`config.mk`:
```
export PLATFORM = sky130hd
export DESIGN_NAME = accuracy_window_monitor
export DESIGN_NICKNAME = d
export VERILOG_FILES = /design/src/rtl/accuracy_window_monitor.sv
export SDC_FILE = /design/constraint.sdc
export NUM_CORES = 2
export LEC_CHECK = 0
export ABC_AREA = 1
export BUFFER_PORTS_ARGS = -buffer_cell sky130_fd_sc_hd__buf_2
export CORE_MARGIN = 8
export CORE_UTILIZATION = 60
export CTS_CLUSTER_DIAMETER = 60
export DETAILED_ROUTE_END_ITERATION = 12
export HOLD_SLACK_MARGIN = 0.12
export PLACE_DENSITY = 0.75
export SETUP_SLACK_MARGIN = 0.05
export SYNTH_ARGS = -nofsm -noshare
export SYNTH_HDL_FRONTEND = slang
export SYNTH_SLANG_ARGS = --single-unit
```
`constraint.sdc`:
```
create_clock -name clk -period 6.5 [get_ports clk]
set_input_delay 0.65 -clock clk [delete_from_list [all_inputs] [get_ports clk]]
set_output_delay 0.65 -clock clk [all_outputs]
set_load 0.03 [all_outputs]
```
`src/rtl/accuracy_window_monitor.sv`:
```
// Scores each DNN training case from the output-layer stream (exact match or argmax)
// and keeps sliding-window, per-epoch and cumulative correct counts.
module accuracy_window_monitor #(
    parameter int n_out           = 16,
    parameter int p               = 1,
    parameter int width           = 12,
    parameter int mode            = 0,
    parameter int n_class         = 10,
    parameter int window          = 1000,
    parameter int cases_per_epoch = 10000
) (
    input  logic                         clk,
    input  logic                         reset,
    input  logic                         in_valid,
    input  logic [p-1:0]                 a_bits,
    input  logic [p-1:0]                 y_bits,
    input  logic [p*width-1:0]           act,
    output logic                         result_valid,
    output logic                         correct,
    output logic [$clog2(window+1)-1:0]  recent,
    output logic                         window_full,
    output logic [31:0]                  epoch_correct,
    output logic [31:0]                  total_correct,
    output logic [31:0]                  num_cases,
    output logic [15:0]                  epoch,
    output logic                         epoch_done
);

    localparam int beats = n_out / p;
    localparam int bw    = (beats > 1) ? $clog2(beats) : 1;
    localparam int iw    = (n_out > 1) ? $clog2(n_out) : 1;
    localparam int rw    = $clog2(window + 1);
    localparam int pw    = (window > 1) ? $clog2(window) : 1;
    localparam int cw    = (cases_per_epoch > 1) ? $clog2(cases_per_epoch) : 1;

    logic [bw-1:0]    beat_q, beat_d;
    logic             mismatch_q, mismatch_d;
    logic [width-1:0] max_val_q, max_val_d;
    logic [iw-1:0]    max_idx_q, max_idx_d;
    logic [iw-1:0]    y_idx_q, y_idx_d;
    logic             y_found_q, y_found_d;
    logic             last_beat, case_correct;
    logic [width-1:0] lane;
    int               gidx;

    logic             result_valid_q, result_valid_d;
    logic             correct_q, correct_d;
    logic [rw-1:0]    recent_q, recent_d;
    logic             window_full_q, window_full_d;
    logic [window-1:0] win_q, win_d;
    logic [pw-1:0]    ptr_q, ptr_d;
    logic [cw-1:0]    cie_q, cie_d;
    logic [31:0]      epoch_correct_q, epoch_correct_d, ecorr_base;
    logic [31:0]      total_correct_q, total_correct_d;
    logic [31:0]      num_cases_q, num_cases_d;
    logic [15:0]      epoch_q, epoch_d;
    logic             epoch_done_q, epoch_done_d;

    // Per-case scoring: state restarts on the first beat so the last beat's _d values
    // already hold the full-case verdict.
    always_comb begin
        beat_d     = beat_q;
        mismatch_d = mismatch_q;
        max_val_d  = max_val_q;
        max_idx_d  = max_idx_q;
        y_idx_d    = y_idx_q;
        y_found_d  = y_found_q;
        lane       = '0;
        gidx       = 0;
        last_beat  = in_valid && (beat_q == bw'(beats - 1));
        if (in_valid) begin
            beat_d = last_beat ? '0 : beat_q + 1'b1;
            if (beat_q == '0) begin
                mismatch_d = 1'b0;
                max_val_d  = '0;
                max_idx_d  = '0;
                y_idx_d    = '0;
                y_found_d  = 1'b0;
            end
            mismatch_d = mismatch_d | (|(a_bits ^ y_bits));
            for (int k = 0; k < p; k++) begin
                gidx = int'(beat_q) * p + k;
                lane = act[k*width +: width];
                if (gidx < n_class) begin
                    // Strict compare against a zero seed at index 0 keeps ties on the lower index.
                    if (lane > max_val_d) begin
                        max_val_d = lane;
                        max_idx_d = iw'(gidx);
                    end
                    if (y_bits[k] && !y_found_d) begin
                        y_found_d = 1'b1;
                        y_idx_d   = iw'(gidx);
                    end
                end
            end
        end
        if (mode == 1) case_correct = y_found_d && (max_idx_d == y_idx_d);
        else           case_correct = ~mismatch_d;
    end

    always_comb begin
        result_valid_d  = last_beat;
        correct_d       = correct_q;
        recent_d        = recent_q;
        window_full_d   = window_full_q;
        win_d           = win_q;
        ptr_d           = ptr_q;
        cie_d           = cie_q;
        total_correct_d = total_correct_q;
        num_cases_d     = num_cases_q;
        epoch_d         = epoch_q;
        epoch_done_d    = 1'b0;
        // The closing epoch count stays visible for the pulse cycle, then restarts.
        ecorr_base      = epoch_done_q ? '0 : epoch_correct_q;
        epoch_correct_d = ecorr_base;
        if (last_beat) begin
            correct_d       = case_correct;
            num_cases_d     = num_cases_q + 32'd1;
            total_correct_d = total_correct_q + {31'd0, case_correct};
            epoch_correct_d = ecorr_base + {31'd0, case_correct};
            recent_d        = recent_q - rw'(win_q[ptr_q]) + rw'(case_correct);
            win_d[ptr_q]    = case_correct;
            if (ptr_q == pw'(window - 1)) begin
                ptr_d         = '0;
                window_full_d = 1'b1;
            end else begin
                ptr_d = ptr_q + 1'b1;
            end
            if (cie_q == cw'(cases_per_epoch - 1)) begin
                cie_d        = '0;
                epoch_done_d = 1'b1;
                epoch_d      = epoch_q + 16'd1;
            end else begin
                cie_d = cie_q + 1'b1;
            end
        end
    end

    always_ff @(posedge clk) begin
        if (reset) begin
            beat_q          <= '0;
            mismatch_q      <= 1'b0;
            max_val_q       <= '0;
            max_idx_q       <= '0;
            y_idx_q         <= '0;
            y_found_q       <= 1'b0;
            result_valid_q  <= 1'b0;
            correct_q       <= 1'b0;
            recent_q        <= '0;
            window_full_q   <= 1'b0;
            // NOTE: the window history must be cleared, otherwise recent would subtract stale bits.
            win_q           <= '0;
            ptr_q           <= '0;
            cie_q           <= '0;
            epoch_correct_q <= '0;
            total_correct_q <= '0;
            num_cases_q     <= '0;
            epoch_q         <= 16'd1;
            epoch_done_q    <= 1'b0;
        end else begin
            beat_q          <= beat_d;
            mismatch_q      <= mismatch_d;
            max_val_q       <= max_val_d;
            max_idx_q       <= max_idx_d;
            y_idx_q         <= y_idx_d;
            y_found_q       <= y_found_d;
            result_valid_q  <= result_valid_d;
            correct_q       <= correct_d;
            recent_q        <= recent_d;
            window_full_q   <= window_full_d;
            win_q           <= win_d;
            ptr_q           <= ptr_d;
            cie_q           <= cie_d;
            epoch_correct_q <= epoch_correct_d;
            total_correct_q <= total_correct_d;
            num_cases_q     <= num_cases_d;
            epoch_q         <= epoch_d;
            epoch_done_q    <= epoch_done_d;
        end
    end

    assign result_valid  = result_valid_q;
    assign correct       = correct_q;
    assign recent        = recent_q;
    assign window_full   = window_full_q;
    assign epoch_correct = epoch_correct_q;
    assign total_correct = total_correct_q;
    assign num_cases     = num_cases_q;
    assign epoch         = epoch_q;
    assign epoch_done    = epoch_done_q;

endmodule

```
* After elaboration in Yosys (flattened, before gate mapping) *
Cells that the tools add are included.

operators by class
  multiplexer cells = 14
  eq/ne operators = 3
  magnitude comparators = 2
  $add $sub $neg = 9
  reductions and logical operators = 6
  bitwise gates (word level) = 4

operators with widths
  kind                     count
  $bwmux W1000             1
  $add A32 B1 Y32          2
  $mux W32                 2
  $add A32 B1 Y32 const B  1
  $add A16 B1 Y16 const B  1
  $add A14 B1 Y14 const B  1
  $eq A14 B14 Y1 const B   1
  $mux W14                 1
  $lt A10 B11 Y1 const B   1
  $add A10 B1 Y10          1
  $add A10 B1 Y10 const B  1
  $bmux W1 S10             1
  $demux W1 S10            1
  $eq A10 B10 Y1 const B   1
  $ge A10 B1 Y1 const B    1
  $mux W10                 1
  $sub A10 B1 Y10          1
  $mux W1                  6
  $add A4 B1 Y4 const B    1
  $eq A4 B4 Y1 const B     1
  $logic_not A4 Y1         1
  $mux W4                  1
  $reduce_and A2 Y1        2
  $logic_and A1 B1 Y1      2
  other kinds (4)          5

word-level totals
  bits in registers = 1,155
  logic and storage cells = 52
  bits of input ports = 17
  output and inout bits = 126

* Longest topological paths before layout *
  depth in word-level cells = 8
  mapped depth = 34
  mapped depth without buffers = 31

* Least setup slack after synthesis *
No wires, ideal clock.

  kind = input -> register
  start point = input y_bits
  end point = register recent_q[8] (netlist: recent[8])
  setup time = 121 ps
  buffers on the path = 3
  arrival = 3,659 ps
  stages = 22
  required time = 6,379 ps
  setup slack = 2,720 ps
  cell sequence = or2_2 -> a32oi_2 -> inv_2 -> clkbuf_1 -> clkbuf_1 -> clkbuf_1 -> ha_1 -> inv_1 -> ha_1 -> inv_1 -> fa_1 -> nand3b_1 -> nand2_1 -> nand2_1 -> nand2_1 -> a21oi_1 -> nor2_1 -> o21ai_0 -> nand2_1 -> nand2_1 -> nand3_1 -> o21ai_0

on the way
  longest elaborated chain between the ends = 5

RTL lines
  element               line  text
  from (decl)           16    input logic [p-1:0] y_bits,
  $xor A1 B1 Y1         80    mismatch_d = mismatch_d | (|(a_bits ^ y_bits));
  $or A1 B1 Y1          80
  $mux W1               71    if (in_valid) begin
  via mismatch_d        37    logic mismatch_q, mismatch_d;
  $not A1 Y1            98    else case_correct = ~mismatch_d;
  $add A10 B1 Y10       121   recent_d = recent_q - rw'(win_q[ptr_q]) + rw'(case_correct);
  to (signal assigned)  169   recent_q <= recent_d;
  to (decl)             48    logic [rw-1:0] recent_q, recent_d;

The timed path passes the listed nets, and every way through them passes these cells.
A chain may end at the register's enable or synchronous reset.

* Final worst setup path *
  start point = register ptr_q[0]
  end point = register recent_q[8] (netlist: recent[8])

on the way
  longest elaborated chain between the ends = 4

RTL lines
  element                        line  text
  from (decl)                    51    logic [pw-1:0] ptr_q, ptr_d;
  from (signal assigned)         172   ptr_q <= ptr_d;
  $bmux W1 S10                   121
  $mux W1 (not written as such)  121
  $sub A10 B1 Y10                121
  $add A10 B1 Y10                121

Every way passes these cells. The select of a mux whose other input is x is not followed.

==> key figures <==
CTS
  • Clk sinks: roughly 1200
  • Clk slew on worst S/H paths: ~0.06 ns
  • Clock Tree Buf Depth: 3
  • CTS tree: done
  • Post-CTS sizing: 0
  • H-tree lvl count: 4
  • Post-cts hold buffer count: 0
  • Root buf cell: clkbuf_16
  • Postcts setup bufs: 0
  • Clock latency on the worst-skew pair: 0.76 ns
  • Num CTS Buffers: 130

Timing
  • Worst clock skew: 0.0387 ns
  • Hold Vio Cnt, Final: 0
  • Worst Slack Setup Final: between 0.9 and 1 ns
  • Total negative slack: 0 ns
  • Rel. slew slack: 9.54%
  • Hold WS: between 0.2 and 0.3 ns
  • RSZ-0062 raised after global routing: no
  • Final cycle utilization of the critical path: between 80% and 90%
  • Slew Viols, Final: 0
  • Max Clock Freq: 182 MHz
  • Final Critical Period: 5.50 ns
  • Setup violations, final: 0
  • Slew @ Worst Pin: 1.35 ns

GRT
  • Vias in the first global route: 51400
  • GRT Resource Usage Total: 34.7%
  • Gr ovfl total: 0
  • First-pass GRT wire length: around 290000 µm
  • Antenna violations before repair: 5
  • Largest net degree at the start of global routing: approximately 210

Finish
  • Area of the multi-input gates: around 28000 µm²
  • Layout Utilization: 66.0%
  • Area delta synth->final: 9.03%
  • Share of layout cells above drive strength 1: 7.05%
  • Fin area: 61600 µm²
  • Post-Layout Cell Count: 9187
  • Final #Nets: 7874
  • Register area: around 23000 µm²
  • Fillers: roughly 8400
  • Most frequent cells in the layout: nand2_1 (2138), dfxtp_1 (1153), a21oi_1 (1005)
  • Commonest non-fill, non-tap cell in the layout: nand2_1

Synth
  • Distinct cell type count of the synthesized netlist: 46
  • #FFs+latches synth: about 1200
  • Fraction of registers with async set or reset after synthesis: 0%
  • Top_reg_cell synth: dfxtp_1
  • Post-synthesis mux area share: 0%
  • Post-Syn Nets: 8250
  • Post-Synth XOR/XNOR Area: 0.341%
  • Post-synth EDFFs: 0
  • Largest family of logic cells by synthesized area: compound AO/OA/AOI/OAI gates
  • Post-Syn Area per Cell: 6.89 µm²
  • Adder-cell share of the synthesized area: 0.544%
  • Syn Inst Count: between 8000 and 9000
  • Syn Std Cell Area: around 57000 µm²
  • Register area share after synthesis: 40.9%
  • Simple-gate portion of the synthesized area: 22.2%
  • YS warnings: 0
  • Compound-Gate Fraction of Synth Area: 26.4%

Worst hold path
  • WHS Endpoint: beat_q[0]
  • WHS Path Cells: 3
  • Worst Min Path Start: in_valid
  • Hold Path Class: primary input to flip-flop

Worst setup path
  • Cell repeated most along the worst path: nand2_1
  • Worst path bufs/invs: 4
  • Crit Path Class: flip-flop to flip-flop
  • Reg2Reg Launch Point: ptr_q[0]
  • Delay-heaviest family, CP: simple AND/OR/NAND/NOR gates
  • Critical Path End Type: flip-flop
  • Crit path max fanout: around 140
  • Critical Path Start Type: flip-flop
  • Worst EP arrival: between 6 and 7 ns
  • Worst reg-to-reg path cell count: 31
  • Crit-path max cell delay: 0.68 ns
  • FF-to-FF End: recent[8]
  • R2r setup slk: roughly 1 ns
  • Worst endpoint required time: roughly 7.1 ns
  • Slowest cell on crit path: inv_8

Power
  • Tot Pwr: 14.9 mW
  • Internal power: 11.5 mW
  • VDD IR-drop max: 0.250 mV
  • Clock power frac: 49.5%
  • Combinational share of power: 2.9%
  • Pwr/cell area: 241 nW/µm²
  • Sw power: 3.36 mW
  • Leakage: around 23 nW
  • Reg power frac: 47.6%
  • Sw Share: around 23%

Placed design
  • Pre-CTS WS: 1.26 ns
  • Gpl congestion: between 0.9 and 1
  • Dpl hpwl: 103000 µm
  • DP Area: approximately 57000 µm²
  • Port Buffers: 130
  • Placed cell count: 8955

Status
  • Outcome: finished, final reports clean

Route
  • Top Layer Used: met5
  • Remaining antenna violation count: 0
  • Met2 wire length: 83000 µm
  • DRC: 0
  • Initial DRC count: 7595
  • Initial DRT Pass Iterations: 9
  • Wirelength per Cell: 20.7 µm
  • Via density per instance: 6.23
  • M1 WL: 76000 µm
  • Drt total wl: about 190000 µm
  • Met3 wire length: 20400 µm
  • Vias: 57200

Run
  • Number of max-cap violations: 0

Die
  • Starting Density: approximately three fifths
  • Die height: 323 µm
  • Core Region: 93300 µm²
  • # IOs: 143
  • Die area: about 100000 µm²
  • Die Width: 323 µm
  • FP Rows: between 100 and 150
## power by group through the flow
stage	combinational, mW	sequential [mW]	clock (mW)
finish	0.434	7.08	7.36
global route	0.453	7.08	7.71
CTS	0.415	7.08	7.40
detailed placement	0.415	7.24	0
global placement	0.414	7.24	0
floorplan	0.304	7.24	0
## synthesized netlist by cell type, types with 2 or more instances
library cell	instances	area [µm²]
o21a_1	11	82.6
buf_1	42	158
nand4_1	38	238
a311oi_1	632	5540
o21ai_0	621	3110
a211oi_1	11	82.6
nand3_1	238	1190
o22ai_1	8	50.1
nor2_4	2	22.5
nor4_1	15	93.8
xor2_1	13	114
xnor2_1	9	78.8
ha_1	23	288
nor3b_1	9	67.6
nand2_1	2138	8030
buf_4	2	15.0
nand3b_1	5	37.5
buf_2	123	616
nor2_1	589	2210
a22o_1	3	26.3
clkinv_1	2	7.51
o211ai_1	24	180
clkbuf_1	587	2200
a31oi_1	98	613
inv_1	627	2350
nor3_1	74	370
a21oi_1	1005	5030
dfxtp_1	1155	23100
o21ai_1	30	150
nor3_2	5	50.1
o21bai_1	3	22.5
and3_1	3	18.8
inv_2	28	105
nor2_2	24	150
## metal layers
layer / global-route usage (%) / vias to the layer above
met5: 0 / -
met1: 45.1 / 26400
met2: 54.1 / 3026
met4: 18.6 / 4
li1: - / 27200
met3: 7.14 / 634
## flip-flops by register name, summed over array words and instances, names as in the netlist
name	count
beat_q	4
cie_q	14
correct	1
epoch	16
epoch_correct	32
epoch_done	1
mismatch_q	1
num_cases	32
ptr_q	10
recent	10
result_valid	1
total_correct	32
win_q	1000
window_full	1
## worst reg2reg max path: cells and delay by family, from the launching register on
family	cells	cell delay (ns)
buf+inv	4	1.44
fa+ha+maj	3	0.89
simple gates	20	1.68
compound gates	4	0.78
flops	1	0.51
## area by class of cell
class                      instances  area share [%]
antenna                            4          0.0162
clock buffer                     204            6.51
clock inverter                    24           0.386
inverter                         657            4.05
multi-input combinational       5643            46.1
sequential                      1155            37.5
tap                             1254            2.55
timing repair buffer             246            2.89
## cells by family after synthesis
group / after synthesis
AND/OR/NAND/NOR: 3146
flip-flops: 1155
adder cells (fa/ha/maj): 24
XOR/XNOR: 22
AO/OA/AOI/OAI: 2451
buffers and inverters: 1411
## how the worst max path moves through the flow
stage / from / end / slack [ns] / depth (start not counted)
6_report: ptr_q[0] / recent[8] / 1.0 / 31
5_1_grt: ptr_q[0] / recent[8] / 0.69 / 31
4_1_cts: ptr_q[0] / recent[8] / 1.20 / 31
3_5_place_dp: ptr_q[0] / recent[8] / 1.26 / 31
3_3_place_gp: ptr_q[0] / recent[8] / 1.23 / 31
2_1_floorplan: y_bits / recent[8] / 2.72 / 22
No activity file was read; power rests on OpenSTA's default activity.
